--- config.mk ---
export PLATFORM = sky130hd
export DESIGN_NAME = keypad_scanner
export DESIGN_NICKNAME = d
export VERILOG_FILES = /design/src/rtl/calc_pkg.sv /design/src/rtl/keypad_keymap.sv /design/src/rtl/keypad_scanner.sv
export SDC_FILE = /design/constraint.sdc
export NUM_CORES = 1
export LEC_CHECK = 0
export ABC_AREA = 1
export ABC_CLOCK_PERIOD_IN_PS = 3300
export CORE_UTILIZATION = 30
export DETAILED_ROUTE_END_ITERATION = 7
export SKIP_CTS_REPAIR_TIMING = 1
export SLEW_MARGIN = 0
export SYNTH_ARGS = -nofsm -noshare
export SYNTH_HDL_FRONTEND = slang
export SYNTH_SLANG_ARGS = --single-unit
--- constraint.sdc ---
create_clock -name clk -period 3.3 [get_ports clk]
set_input_delay 0.66 -clock clk [delete_from_list [all_inputs] [get_ports clk]]
set_output_delay 0.66 -clock clk [all_outputs]
set_load 0.03 [all_outputs]
--- src/rtl/calc_pkg.sv ---
`timescale 1ns/1ps
// calc_pkg: shared definitions for the calculator keypad front end.
//   - Key codes for the operator/control keys (digits use their own value).
//   - Scanner FSM state encoding.
//   - low_row(): lowest-index active-low row of a 4-bit row vector.
package calc_pkg;

  localparam logic [3:0] KEY_ADD = 4'd10;
  localparam logic [3:0] KEY_SUB = 4'd11;
  localparam logic [3:0] KEY_MUL = 4'd12;
  localparam logic [3:0] KEY_DIV = 4'd13;
  localparam logic [3:0] KEY_CLR = 4'd14;
  localparam logic [3:0] KEY_ENT = 4'd15;

  typedef enum logic [1:0] {
    SCAN     = 2'd0,
    DEBOUNCE = 2'd1,
    PRESSED  = 2'd2
  } scan_state_t;

  // Rows are active-low; row 0 has priority when several are pulled low.
  function automatic logic [1:0] low_row(input logic [3:0] rows);
    logic [1:0] idx;
    idx = 2'd3;
    if (!rows[2]) idx = 2'd2;
    if (!rows[1]) idx = 2'd1;
    if (!rows[0]) idx = 2'd0;
    return idx;
  endfunction

endpackage

--- src/rtl/keypad_keymap.sv ---
`timescale 1ns/1ps
// keypad_keymap: combinational 4x4 keypad position to key code.
//   row  in  [1:0]  keypad row index
//   col  in  [1:0]  keypad column index
//   code out [3:0]  key code (digits 0..9, A/B/C/D = 10..13, * = 14, # = 15)
module keypad_keymap
  import calc_pkg::*;
(
  input  logic [1:0] row,
  input  logic [1:0] col,
  output logic [3:0] code
);

  always_comb begin
    code = 4'd0;
    case ({row, col})
      4'b00_00: code = 4'd1;
      4'b00_01: code = 4'd2;
      4'b00_10: code = 4'd3;
      4'b00_11: code = KEY_ADD;
      4'b01_00: code = 4'd4;
      4'b01_01: code = 4'd5;
      4'b01_10: code = 4'd6;
      4'b01_11: code = KEY_SUB;
      4'b10_00: code = 4'd7;
      4'b10_01: code = 4'd8;
      4'b10_10: code = 4'd9;
      4'b10_11: code = KEY_MUL;
      4'b11_00: code = KEY_CLR;
      4'b11_01: code = 4'd0;
      4'b11_10: code = KEY_ENT;
      4'b11_11: code = KEY_DIV;
      default:  code = 4'd0;
    endcase
  end

endmodule

--- src/rtl/keypad_scanner.sv ---
`timescale 1ns/1ps
// keypad_scanner: 4x4 matrix keypad scanner with press/release debounce.
//   clk       in        system clock
//   rst       in        asynchronous active-high reset
//   row_in    in  [3:0] keypad rows, active-low, asynchronous to clk
//   col_out   out [3:0] column drive, active-low, one-hot low
//   key_code  out [3:0] code of the last accepted key
//   key_valid out       one-cycle strobe per accepted press
//   key_held  out       high until the release of the accepted key is debounced
//
// state    | meaning
// SCAN     | walking columns, looking for any low row on each tick
// DEBOUNCE | column frozen, counting ticks with the detected row low
// PRESSED  | key accepted, counting consecutive ticks with the row high
module keypad_scanner
  import calc_pkg::*;
#(
  parameter int SCAN_DIV       = 50000,
  parameter int DEBOUNCE_TICKS = 4
) (
  input  logic       clk,
  input  logic       rst,
  input  logic [3:0] row_in,
  output logic [3:0] col_out,
  output logic [3:0] key_code,
  output logic       key_valid,
  output logic       key_held
);

  localparam int TW = (SCAN_DIV > 1) ? $clog2(SCAN_DIV) : 1;
  localparam int DW = (DEBOUNCE_TICKS > 0) ? $clog2(DEBOUNCE_TICKS + 1) : 1;

  logic [TW-1:0] tick_cnt;
  logic          tick;
  logic [3:0]    row_meta;
  logic [3:0]    rows_s;
  scan_state_t   state;
  logic [1:0]    col_idx;
  logic [1:0]    key_row;
  logic [DW-1:0] deb_cnt;
  logic [3:0]    map_code;
  logic          deb_last;

  assign tick     = (tick_cnt == TW'(SCAN_DIV - 1));
  assign deb_last = (deb_cnt == DW'(DEBOUNCE_TICKS - 1));
  assign col_out  = ~(4'b0001 << col_idx);

  always_ff @(posedge clk or posedge rst) begin
    if (rst) tick_cnt <= '0;
    else if (tick) tick_cnt <= '0;
    else tick_cnt <= tick_cnt + TW'(1);
  end

  // Idle rows read high, so the synchronizer resets to "no key".
  always_ff @(posedge clk or posedge rst) begin
    if (rst) begin
      row_meta <= 4'hF;
      rows_s   <= 4'hF;
    end else begin
      row_meta <= row_in;
      rows_s   <= row_meta;
    end
  end

  keypad_keymap u_keymap (
    .row  (key_row),
    .col  (col_idx),
    .code (map_code)
  );

  // Counter compares against DEBOUNCE_TICKS-1 before incrementing so the
  // accept/release action lands on the tick that makes the count complete.
  always_ff @(posedge clk or posedge rst) begin
    if (rst) begin
      state     <= SCAN;
      col_idx   <= 2'd0;
      key_row   <= 2'd0;
      deb_cnt   <= '0;
      key_code  <= 4'd0;
      key_valid <= 1'b0;
      key_held  <= 1'b0;
    end else begin
      key_valid <= 1'b0;
      if (tick) begin
        case (state)
          SCAN: begin
            if (rows_s != 4'hF) begin
              key_row <= low_row(rows_s);
              deb_cnt <= '0;
              state   <= DEBOUNCE;
            end else begin
              col_idx <= col_idx + 2'd1;
            end
          end
          DEBOUNCE: begin
            if (!rows_s[key_row]) begin
              if (deb_last) begin
                key_code  <= map_code;
                key_valid <= 1'b1;
                key_held  <= 1'b1;
                deb_cnt   <= '0;
                state     <= PRESSED;
              end else begin
                deb_cnt <= deb_cnt + DW'(1);
              end
            end else begin
              state   <= SCAN;
              col_idx <= col_idx + 2'd1;
            end
          end
          PRESSED: begin
            if (rows_s[key_row]) begin
              if (deb_last) begin
                key_held <= 1'b0;
                deb_cnt  <= '0;
                state    <= SCAN;
                col_idx  <= col_idx + 2'd1;
              end else begin
                deb_cnt <= deb_cnt + DW'(1);
              end
            end else begin
              deb_cnt <= '0;
            end
          end
          default: state <= SCAN;
        endcase
      end
    end
  end

endmodule

==> results of run 1 <==
where the power goes:
part           total, mW  switching, mW  internal [mW]
clock network      0.326          0.179          0.147
registers          0.490        0.00313          0.487
logic             0.0214         0.0135        0.00791
registers in the layout (all words and copies together), names as in the netlist, 2 cells and up:
| name | flops |
|---|---|
| tick_cnt | 16 |
| rows_s | 4 |
| key_row | 2 |
| key_code | 4 |
| row_meta | 4 |
| col_idx | 2 |
| state | 2 |
| deb_cnt | 3 |
Yosys cell counts (all sizes together):
cell type | n | area (µm²)
dfstp | 8 | 210
ha | 12 | 150
a21oi | 11 | 55.1
a31oi | 1 | 6.26
nor3 | 2 | 10.0
nand3b | 1 | 20.0
inv | 42 | 158
clkinv | 1 | 3.75
o21bai | 2 | 15.0
nand3 | 19 | 105
nand2 | 62 | 245
dfrtp | 31 | 776
nand4 | 4 | 31.3
xnor2 | 3 | 26.3
xor2 | 3 | 26.3
nor2 | 37 | 166
nor3b | 2 | 15.0
buf | 3 | 23.8
or2 | 1 | 6.26
o21ai | 19 | 95.1
layout by cell type, fill, tap and decap left out, types with 5 or more instances in the layout:
master / n
o21ai_0: 10
clkbuf_8: 5
o21ai_1: 9
nand2_1: 59
dfstp_2: 8
nor2_1: 32
dfrtp_1: 31
nand3_1: 17
a21oi_1: 11
clkdlybuf4s50_1: 15
ha_1: 12
inv_1: 39
worst reg2reg max path, stage by stage (launching register included):
cell	delay (ns)
dfrtp_1	0.38
ha_1	0.19
nand2_2	0.10
nor2_4	0.11
nand3_2	0.08
nor2_4	0.33
nand3_2	0.21
nand2_1	0.09
o21ai_0	0.07
logic make-up (layout without fill, tap and decap cells):
logic type	count (synthesis)	after routing
AOI/OAI and AO/OA	33	33
xor gates and xnor gates	6	6
adders and majority gates	12	12
buffers and inverters	46	67
DFF	39	39
and+or+nand+nor	128	128
final cells by class:
type                            count  area [µm²]  share of cell area [%]
Clock buffer                        5        68.8                    2.77
Sequential cell                    39         986                    39.6
Tap cell                           96         120                    4.83
Clock inverter                      3        20.0                   0.805
Multi-Input combinational cell    179         973                    39.1
Timing Repair Buffer               16         158                    6.34
Inverter                           43         161                    6.49
per-layer routing:
metal	vias to the layer above	routed length, µm	track usage [%]
met4	0	88	5.91
li1	866	-	-
met1	761	2080	16.4
met2	26	1700	18.6
met5	-	0	0
met3	8	154	3.14
through the flow:
stage / setup slack, ns / cells / cell area [µm²]
after detailed placement: 1.11 / 373 / 2400
after floorplan: 1.71 / 264 / 2140
after CTS: 0.782 / 381 / 2490
after global routing: 0.691 / 381 / 2490
final: 0.790 / 381 / 2490
after global placement: 1.16 / 373 / 2400
path summary, 6_finish.rpt:
| path | endpoint | slack, ns | startpoint | cells after the start |
|---|---|---|---|---|
| max | col_out[0] | 0.79 | col_idx[0] | 4 |
| min | rows_s[3] | 0.36 | row_meta[3] | 0 |
| max reg2reg | key_code[3] | 1.62 | tick_cnt[0] | 8 |
| min reg2reg | rows_s[3] | 0.36 | row_meta[3] | 0 |
| max in group asynchronous | rows_s[3] | 2.17 | rst | 3 |
| min in group asynchronous | tick_cnt[13] | 0.78 | rst | 3 |
==> impl_metrics.csv, run 1 <==
group,metric,value,unit
setup_path,critPathMaxFanout,8,
clocking,cts_root_buffer,"clkbuf_8",
yosys,synth-adder-area-share,7.00,%
hold_path,hp-class,"reg -> reg",
sta,post-route-period-util,76.1,%
routing,avgViaCountPerCell,4.36,
floorplanning,start_util,31.4,%
setup_path,cp_cell_sequence,"inv_1, ha_1, inv_1, clkdlybuf4s50_1",
sta,clock.fmax,0.398,GHz
setup_path,crit_path_top_delay_cell,"clkdlybuf4s50_1",
pwr,vdd_ir_drop_max,0.142,mV
yosys,synth-xor-area-share,2.45,%
routing,dr_total_vias,1661,
clocking,cts.sink_count,39,
placed_design,hpwl,2.98,mm
yosys,ys_seq_elements,39,
yosys,yosysWarningCount,0,
floorplanning,fp.dieArea,7490,µm²
setup_path,cpMostUsedCell,"inv_1",
cells_and_area,drive_gt1_share,11.6,%
grt,grt_pass1_vias,1584,
setup_path,critPathRequiredTime,2.64,ns
cells_and_area,layout.core_utilization,36.4,%
setup_path,crit_type,"reg -> out",
sta,slew_headroom,68.0,%
clocking,cts_buffers,5,
cells_and_area,area_growth,16.0,%
routing,wl_per_cell,10.6,µm
yosys,synth_top_family_by_area,"simple AND/OR/NAND/NOR gates",
clocking,cts_max_level,2,
yosys,synth_area,2140,µm²
run_status,outcome,"completed",
yosys,synth-compound-area-share,7.99,%
grt,grt.total_usage,12.3,%
setup_path,cp_top_family,"buffers and inverters",
cells_and_area,antenna_cells,0,
floorplanning,core,6830,µm²
yosys,ys_seq_area_share,46.0,%
sta,skew,0.00544,ns
sta,setup_viol,0,
grt,antenna_found_initial,0,
placed_design,io_buffers,15,
yosys,synth_cell_types,30,
yosys,synthSimpleGateAreaFrac,27.9,%
yosys,synth.avg_cell_area,8.12,µm²
sta,whs,0.359,ns
routing,drt-initial-drc-count,99,
routing,drc,0,
setup_path,cp_num_buf_inv,3,
floorplanning,rows,30,
setup_path,endpoint_kind,"primary output",
setup_path,arrival,1.85,ns
floorplanning,die_h,86.6,µm
yosys,synthCells,264,
run,cap_violations,0,
clocking,cts.reportedPaths.clkPinSlew,0.08,ns
routing,wirelength,4.02,mm
sta,finalMaxSlewViolations,0,
sta,fin_crit,2.51,ns
placed_design,routabilityCongestion,0.826,
pwr,p_leak,1.15,nW
pwr,total_power,0.837,mW
pwr,p_per_area,337,nW/µm²
setup_path,critPathMaxStageDelay,0.66,ns
sta,rsz0062_at_grt,"false",
setup_path,worstSetupStartpointType,"flop",
grt,grt_max_degree,40,
sta,hold_violations,0,
floorplanning,ios,16,
grt,overflow,0,
clocking,cts_tree,"built",
sta,tns,0,ns
routing,dr.pass1.iters,4,
clocking,clockBufferDepth,2,
yosys,synthMuxAreaShare,0,%
cells_and_area,fillers,733,
routing,postRouteAntennaNets,0,
grt,grt_pass1_wl,7.02,mm
yosys,syn-num-nets,282,
sta,tightest_slew,0.480,ns
clocking,clk_latency,0.30,ns
floorplanning,die_w,86.6,µm
cells_and_area,finalNetCount,302,
Note: power is estimated with default switching activity, not from simulation.
==> run 2, diff against run 1 <==
ABC_CLOCK_PERIOD_IN_PS = 2250   (was 3300)
clock period = 2.25 ns   (was 3.3 ns; I/O delays follow)
==> impl_metrics.csv, run 2 (synthesized netlist as in run 1, its figures left out) <==
group,metric,value,unit
setup_path,cp_num_buf_inv,2,
cells_and_area,drive_gt1_share,11.6,%
sta,rsz0062_at_grt,"false",
sta,fin_crit,2.15,ns
routing,wirelength,4.04,mm
sta,hold_violations,0,
sta,tightest_slew,0.480,ns
grt,antenna_found_initial,0,
floorplanning,die_h,86.6,µm
cells_and_area,layout_commonest_cell,"nand2_1",
setup_path,crit_type,"reg -> out",
cells_and_area,antenna_cells,0,
sta,post-route-period-util,95.7,%
setup_path,critPathRequiredTime,1.80,ns
setup_path,critPathMaxFanout,8,
cells_and_area,area_growth,17.7,%
cells_and_area,largest_reg_flops,16,
sta,clock.fmax,0.464,GHz
clocking,cts_root_buffer,"clkbuf_8",
sta,worst_slack,0.0969,ns
routing,dr.pass1.iters,4,
routing,drc,0,
placed_design,io_buffers,15,
sta,finalMaxSlewViolations,0,
floorplanning,ios,16,
clocking,clk_latency,0.29,ns
floorplanning,die_w,86.6,µm
setup_path,crit_path_top_delay_cell,"clkdlybuf4s50_1",
grt,grt_pass1_vias,1522,
placed_design,dp.cells,373,
pwr,total_power,1.36,mW
run,cap_violations,0,
placed_design,place_ws,0.260,ns
pwr,p_per_area,537,nW/µm²
routing,postRouteAntennaNets,0,
cells_and_area,finalNonFillerCells,381,
setup_path,critPathMaxStageDelay,0.65,ns
grt,grt.total_usage,12.4,%
setup_path,cp_top_family,"buffers and inverters",
placed_design,hpwl,2.99,mm
floorplanning,rows,30,
grt,grt_max_degree,40,
cells_and_area,regMostFlops,"tick_cnt",
setup_path,arrival,1.70,ns
sta,setup_viol,0,
placed_design,routabilityCongestion,0.844,
routing,wl_per_cell,10.6,µm
sta,whs,0.357,ns
clocking,cts.reportedPaths.clkPinSlew,0.07,ns
setup_path,worstSetupStartpointType,"flop",
setup_path,endpoint_kind,"primary output",
routing,avgViaCountPerCell,4.38,
clocking,cts_max_level,2,
grt,overflow,0,
floorplanning,fp.dieArea,7490,µm²
cells_and_area,layout.core_utilization,36.9,%
cells_and_area,final_cell_mix,"nand2_1 (59), inv_1 (39), nor2_1 (32)",
pwr,vdd_ir_drop_max,0.195,mV
pwr,p_leak,1.19,nW
floorplanning,core,6830,µm²
sta,skew,0.00274,ns
cells_and_area,finalNetCount,302,
setup_path,cp_cell_sequence,"ha_1, inv_1, clkdlybuf4s50_1",
clocking,cts_buffers,5,
floorplanning,start_util,31.4,%
run_status,outcome,"completed",
clocking,cts.sink_count,39,
routing,dr_total_vias,1669,
hold_path,hp-class,"reg -> reg",
clocking,clockBufferDepth,2,
routing,drt-initial-drc-count,105,
clocking,cts_tree,"built",
grt,grt_pass1_wl,7.02,mm
sta,slew_headroom,68.0,%
run 2: worst paths after layout:
check	endpoint	cells past startpoint	start	slack (ns)
setup / recovery	col_out[3]	3	col_idx[0]	0.1
hold / removal	rows_s[1]	0	row_meta[1]	0.36
setup reg to reg	key_code[3]	8	tick_cnt[0]	0.55
hold reg to reg	rows_s[1]	0	row_meta[1]	0.36
max in group asynchronous	rows_s[3]	3	rst	1.32
min in group asynchronous	tick_cnt[2]	3	rst	0.57
run 2: layout make-up:
| type | instances | area [µm²] |
|---|---|---|
| Timing Repair Buffer | 16 | 165 |
| Tap cell | 96 | 120 |
| Multi-Input combinational cell | 179 | 973 |
| Fill cell | 730 | 4310 |
| Sequential cell | 39 | 986 |
| Inverter | 43 | 161 |
| Clock inverter | 2 | 35.0 |
| Clock buffer | 6 | 82.6 |
run 2: through the flow:
stage | cell area, µm² | setup TNS, ns
final | 2520 | 0
after global routing | 2520 | 0
after CTS | 2520 | -0.127
after detailed placement | 2400 | 0
after global placement | 2400 | 0
after floorplan | 2140 | 0
run 2: per-layer routing:
layer | global-route usage [%] | wire, µm | up-vias
li1 | - | - | 872
met3 | 4.00 | 171 | 7
met4 | 5.45 | 84 | 0
met5 | 0 | 0 | -
met2 | 18.0 | 1740 | 26
met1 | 16.8 | 2050 | 764
run 2: report_power, final:
group	leakage, nW	internal, mW	total, mW	switching, mW
clock	0.0612	0.359	0.605	0.247
combinational	0.627	0.0116	0.0314	0.0198
sequential	0.503	0.714	0.718	0.00465
total	1.19	1.08	1.36	0.271
